`src/rtl/sseg_pkg.sv`:
```
// Shared definitions for the seven-segment display driver and its capture monitor:
// glyph table (active-low gfedcba), capture FSM states and anode-select helpers.
package sseg_pkg;

  localparam int NDIG = 4;

  localparam logic [6:0] GLYPH [16] = '{
    7'h40, 7'h79, 7'h24, 7'h30,
    7'h19, 7'h12, 7'h02, 7'h78,
    7'h00, 7'h10, 7'h08, 7'h03,
    7'h46, 7'h21, 7'h06, 7'h0E
  };

  typedef enum logic [1:0] {
    ST_IDLE,
    ST_SETTLE,
    ST_HOLD
  } state_e;

  // Upper anodes off and exactly one of the four digit anodes driven low.
  function automatic logic sel_legal(input logic [7:0] an);
    return (an[7:4] == 4'hF) && ($countones(~an[3:0]) == 1);
  endfunction

  function automatic logic [1:0] sel_index(input logic [3:0] an_lo);
    logic [1:0] idx;
    idx = '0;
    for (int i = 0; i < NDIG; i++) begin
      if (!an_lo[i]) idx = 2'(i);
    end
    return idx;
  endfunction

endpackage

```
`src/rtl/sseg_glyph_decode.sv`:
```
// Combinational reverse lookup of an active-low gfedcba pattern to a hex nibble.
module sseg_glyph_decode
  import sseg_pkg::*;
(
  input  logic [6:0] seg,
  output logic       hit,
  output logic [3:0] nibble
);

  // NOTE: every output of a combinational block gets a default first, so no path leaves it unassigned and no latch is inferred.
  always_comb begin
    hit    = 1'b0;
    nibble = '0;
    for (int i = 0; i < 16; i++) begin
      if (seg == GLYPH[i]) begin
        hit    = 1'b1;
        nibble = 4'(i);
      end
    end
  end

endmodule

```
`src/rtl/sseg_capture.sv`:
```
// Receive-side monitor for the multiplexed seven-segment bus: settles each digit, rebuilds the word.
// Optional decimal-point capture is enabled by defining SSEG_CAPTURE_DP_EN.
module sseg_capture
  import sseg_pkg::*;
#(
  parameter int SETTLE = 4
) (
  input  logic        clk,
  input  logic        clear,
  input  logic [7:0]  sseg_in,
  input  logic [7:0]  an_in,
  output logic [15:0] data_out,
  output logic        data_valid,
  output logic        frame_done,
  output logic        data_changed,
  output logic        decode_err,
  output logic [3:0]  dp_out
);

  logic [7:0]      sseg_q, an_q, an_prev_q;
  logic [7:0]      cnt_q, cnt_d;
  state_e          state_q, state_d;
  logic [15:0]     shadow_q, shadow_d;
  logic [NDIG-1:0] seen_q, seen_d;
  logic [15:0]     data_q, data_d;
  logic            valid_q, valid_d;
  logic            frame_q, frame_d;
  logic            changed_q, changed_d;
  logic            err_q, err_d;

  logic            an_changed, an_legal, an_blank, capture;
  logic [1:0]      dig_k;
  logic            glyph_hit;
  logic [3:0]      glyph_nib;

  sseg_glyph_decode u_decode (
    .seg    (sseg_q[6:0]),
    .hit    (glyph_hit),
    .nibble (glyph_nib)
  );

  assign an_changed = (an_q != an_prev_q);
  assign an_legal   = sel_legal(an_q);
  assign an_blank   = (an_q == 8'hFF);
  assign dig_k      = sel_index(an_q[3:0]);

`ifdef SSEG_CAPTURE_DP_EN
  logic [NDIG-1:0] dp_shadow_q, dp_shadow_d;
  logic [NDIG-1:0] dp_q, dp_d;
`else
  logic unused_dp;
  assign unused_dp = sseg_q[7];
`endif

  always_comb begin
    state_d   = state_q;
    cnt_d     = an_changed ? 8'd0 : ((cnt_q == 8'hFF) ? cnt_q : cnt_q + 8'd1);
    shadow_d  = shadow_q;
    seen_d    = seen_q;
    data_d    = data_q;
    valid_d   = valid_q;
    frame_d   = 1'b0;
    changed_d = 1'b0;
    err_d     = err_q;
    capture   = 1'b0;
`ifdef SSEG_CAPTURE_DP_EN
    dp_shadow_d = dp_shadow_q;
    dp_d        = dp_q;
`endif

    if (!an_legal && !an_blank) err_d = 1'b1;

    unique case (state_q)
      ST_IDLE:   if (an_legal) state_d = ST_SETTLE;
      ST_SETTLE: begin
        if (an_changed) begin
          state_d = an_legal ? ST_SETTLE : ST_IDLE;
        end else if (cnt_q == 8'(SETTLE - 1)) begin
          capture = 1'b1;
          state_d = ST_HOLD;
        end
      end
      ST_HOLD:   if (an_changed) state_d = an_legal ? ST_SETTLE : ST_IDLE;
      default:   state_d = ST_IDLE;
    endcase

    if (capture) begin
      if (glyph_hit) begin
        shadow_d[{dig_k, 2'b00} +: 4] = glyph_nib;
        seen_d[dig_k]                 = 1'b1;
`ifdef SSEG_CAPTURE_DP_EN
        dp_shadow_d[dig_k]            = ~sseg_q[7];
`endif
      end else begin
        err_d = 1'b1;
      end

      // The capture that fills the last digit publishes the frame on the same edge.
      if (seen_d == '1) begin
        data_d  = shadow_d;
        valid_d = 1'b1;
        frame_d = 1'b1;
        seen_d  = '0;
`ifdef SSEG_CAPTURE_DP_EN
        dp_d      = dp_shadow_d;
        changed_d = !valid_q || ({dp_d, data_d} != {dp_q, data_q});
`else
        changed_d = !valid_q || (data_d != data_q);
`endif
      end
    end
  end

  // NOTE: sequential state is updated with non-blocking assignments so every flop samples pre-edge values.
  always_ff @(posedge clk) begin
    if (clear) begin
      sseg_q    <= 8'hFF;
      an_q      <= 8'hFF;
      an_prev_q <= 8'hFF;
      cnt_q     <= '0;
      state_q   <= ST_IDLE;
      shadow_q  <= '0;
      seen_q    <= '0;
      data_q    <= '0;
      valid_q   <= 1'b0;
      frame_q   <= 1'b0;
      changed_q <= 1'b0;
      err_q     <= 1'b0;
`ifdef SSEG_CAPTURE_DP_EN
      dp_shadow_q <= '0;
      dp_q        <= '0;
`endif
    end else begin
      sseg_q    <= sseg_in;
      an_q      <= an_in;
      an_prev_q <= an_q;
      cnt_q     <= cnt_d;
      state_q   <= state_d;
      shadow_q  <= shadow_d;
      seen_q    <= seen_d;
      data_q    <= data_d;
      valid_q   <= valid_d;
      frame_q   <= frame_d;
      changed_q <= changed_d;
      err_q     <= err_d;
`ifdef SSEG_CAPTURE_DP_EN
      dp_shadow_q <= dp_shadow_d;
      dp_q        <= dp_d;
`endif
    end
  end

  assign data_out     = data_q;
  assign data_valid   = valid_q;
  assign frame_done   = frame_q;
  assign data_changed = changed_q;
  assign decode_err   = err_q;
`ifdef SSEG_CAPTURE_DP_EN
  assign dp_out       = dp_q;
`else
  assign dp_out       = '0;
`endif

endmodule

```
`config.mk`:
```
export PLATFORM = sky130hd
export DESIGN_NAME = sseg_capture
export DESIGN_NICKNAME = d
export VERILOG_FILES = /design/src/rtl/sseg_pkg.sv /design/src/rtl/sseg_glyph_decode.sv /design/src/rtl/sseg_capture.sv
export SDC_FILE = /design/constraint.sdc
export NUM_CORES = 1
export LEC_CHECK = 0
export CELL_PAD_IN_SITES_DETAIL_PLACEMENT = 0
export CELL_PAD_IN_SITES_GLOBAL_PLACEMENT = 1
export CORE_ASPECT_RATIO = 0.75
export CORE_MARGIN = 5
export CORE_UTILIZATION = 42
export DETAILED_ROUTE_END_ITERATION = 8
export PLACE_DENSITY = 0.81
export SYNTH_ARGS = -nofsm -noshare
export SYNTH_HDL_FRONTEND = slang
export SYNTH_SLANG_ARGS = --single-unit
```
`constraint.sdc`:
```
create_clock -name clk -period 3.91 [get_ports clk]
set_input_delay 0.782 -clock clk [delete_from_list [all_inputs] [get_ports clk]]
set_output_delay 0.782 -clock clk [all_outputs]
set_load 0.01 [all_outputs]
```
==> flow_summary.json <==
{
  "grt_pass1_wl_um": 15300,
  "core-area_um2": 8970,
  "final_common_cell": "dfxtp_1",
  "cts.path.max_buffers": 2,
  "met2_usage": 0.249,
  "min_path_cells": 2,
  "peakVddDrop_v": 0.000297,
  "track_usage": 0.170,
  "boundaryPins": 42,
  "setup_viol": 0,
  "diodes": 0,
  "rsz0062_at_grt": "no",
  "synthFlopType": "dfxtp_1",
  "ff2ff_path_depth": 9,
  "status": "complete, no violations",
  "met1_usage": 0.244,
  "period_needed_ns": 3.45,
  "min_to": "shadow_q[8]",
  "r2r_start": "sseg_q[1]",
  "clk_latency_ns": 0.34,
  "end_kind": "flip-flop",
  "antenna_left": 0,
  "finalCritPeriodShare": 0.883,
  "htreeDepth": 3,
  "cts_sinks": 73,
  "antenna_found_initial": 0,
  "gp_congestion": 0.839,
  "grt_max_degree": 35,
  "powerDensity_nw_per_um2": 364,
  "syn_to_final_growth_pct": 18.3,
  "synth-seq-cells": 73,
  "place_inst": 584,
  "fin_tns_setup_ns": 0,
  "fin_skew_ns": 0.00450,
  "avgRoutedWirePerCell_um": 14.7,
  "clk_pin_slew_worst_paths_ns": 0.06,
  "viasPerCell": 5.46,
  "grt-busiest-layer": "met2",
  "postSynthCellCount": 455,
  "reg2reg_to": "data_out[9]",
  "syn_area_per_cell_um2": 8.39,
  "hold_viol": 0,
  "worstPathArrival_ns": 3.68,
  "grt_pass1_vias": 3058,
  "leakage_uw": 0.00159,
  "dieArea_um2": 11100,
  "drive_above_1_share": 0.135,
  "path_max_fanout": 19,
  "fmax_mhz": 290,
  "finish.instance_area_um2": 4520,
  "ys_types": 72,
  "hold_path.class": "reg -> reg",
  "io_buffers": 36,
  "yosys_warnings": 0,
  "netlist_area_um2": 3820,
  "first_pass_iters": 4,
  "drc": 0,
  "hold_path_startpoint": "shadow_q[8]",
  "num-nets-final": 506,
  "tightest_slew_ns": 0.925,
  "row_count": 30,
  "place_area_um2": 4230,
  "drt-total-wl_um": 8840,
  "relSlewSlack": 0.378,
  "grt_use_met3": 0.0452,
  "nFillCells": 843,
  "fp.dieH_um": 92.6,
  "cts_tree": "done",
  "fin_cells": 600,
  "post-route-util": 0.503,
  "startpoint": "sseg_q[1]",
  "numCtsBuffers": 9,
  "startpoint_type": "flip-flop",
  "grt_overflow_total": 0,
  "p_total_uw": 1650,
  "vias": 3274,
  "mostFrequentLayoutCells": "dfxtp_1 (73), nor2_1 (46), nand2_1 (38)",
  "rrSetupSlack_ns": 0.46,
  "synth-edff-count": 0,
  "start_util": 0.425,
  "drt-initial-drc-count": 151,
  "finalMaxSlewViolations": 0,
  "seq_area_frac_synth": 0.383,
  "critPathKind": "reg -> reg",
  "async_reset_ff_frac": 0,
  "dp_hpwl_um": 6330,
  "cts_setup_buffers": 0,
  "fp.dieW_um": 120,
  "timing.critical_path.required_ns": 4.14,
  "cts_root_buf": "clkbuf_16",
  "cap_violations": 0
}
==> per-layer routing <==
layer  up-vias  wire length (um)  part of all wire
met4         0               101             0.011
met5         -                 0                 0
met2        84              3680              0.42
met1      1522              4640              0.52
li1       1660                 -                 -
met3         8               420             0.048
==> sequential cells by signal (all words and copies together), names as in the netlist <==
name          flops
an_q              8
cnt_q             8
decode_err        1
seen_q            4
state_q           2
frame_done        1
data_valid        1
sseg_q            7
an_prev_q         8
data_changed      1
data_out         16
shadow_q         16
==> worst max-delay path: stages, from the launching register on <==
cell and delay, ns:
dfxtp_1 0.57, or4b_4 0.53, or3_1 0.34, a21o_1 0.33
a31oi_4 0.37, o22ai_2 0.15, or4_4 0.71, nand2_1 0.11
o21ai_1 0.06, and2b_1 0.15
==> kinds of logic after synthesis <==
logic type / Yosys count / synth area share
flops: 73 / 0.383
buf+inv: 53 / 0.0636
mux: 6 / 0.0164
compound gates: 111 / 0.207
xor+xnor: 23 / 0.0528
simple gates: 182 / 0.255
fa+ha+maj: 6 / 0.0210
other cells: 1 / 0.000983
==> how the worst max path moves through the flow <==
stage,to,slack (ns),cells past startpoint
finish,data_out[9],0.46,9
global route,data_changed,0.26,9
CTS,data_changed,0.39,9
detailed placement,data_changed,0.42,9
global placement,data_changed,0.43,9
floorplan,data_out[14],1.01,11
==> power breakdown <==
part	internal [uW]	switching, uW	total, uW
sequential	757	22.9	780
clock	447	325	773
combinational	48.6	43.7	92.2
total	1250	392	1650
==> cell usage after synthesis (6+ instances only) <==
cell type / number / area [um2]
a21oi_1: 34 / 170
nand3_1: 10 / 50.1
o22ai_1: 6 / 37.5
inv_1: 22 / 82.6
nor3_1: 14 / 70.1
nor2_1: 46 / 173
clkbuf_1: 21 / 78.8
nand2_1: 38 / 143
dfxtp_1: 73 / 1460
o21ai_0: 12 / 60.1
xnor2_1: 15 / 131
or2_2: 24 / 150
xor2_1: 8 / 70.1
a211oi_1: 14 / 105
==> per-stage QoR <==
step                hold WS, ns  worst slack (ns)
floorplan                 0.437              1.01
global placement          0.446             0.427
detailed placement        0.459             0.419
CTS                       0.467             0.393
global route              0.495             0.263
finish                    0.468             0.458
==> layout make-up <==
type,count,area [um2],area share
Tap cell,112,140,0.0310
Multi-Input combinational cell,332,2130,0.471
Clock buffer,10,239,0.0529
Sequential cell,73,1460,0.324
Timing Repair Buffer,45,423,0.0937
Clock inverter,6,42.5,0.00942
Inverter,22,82.6,0.0183
==> repair_timing <==
item | 4_1_cts | 5_1_grt
hold buffers | 0 | 0
gates resized for setup | 0 | 1
endpoints found under the setup margin | 0 | 1
No activity file was read; power rests on OpenSTA's default activity.
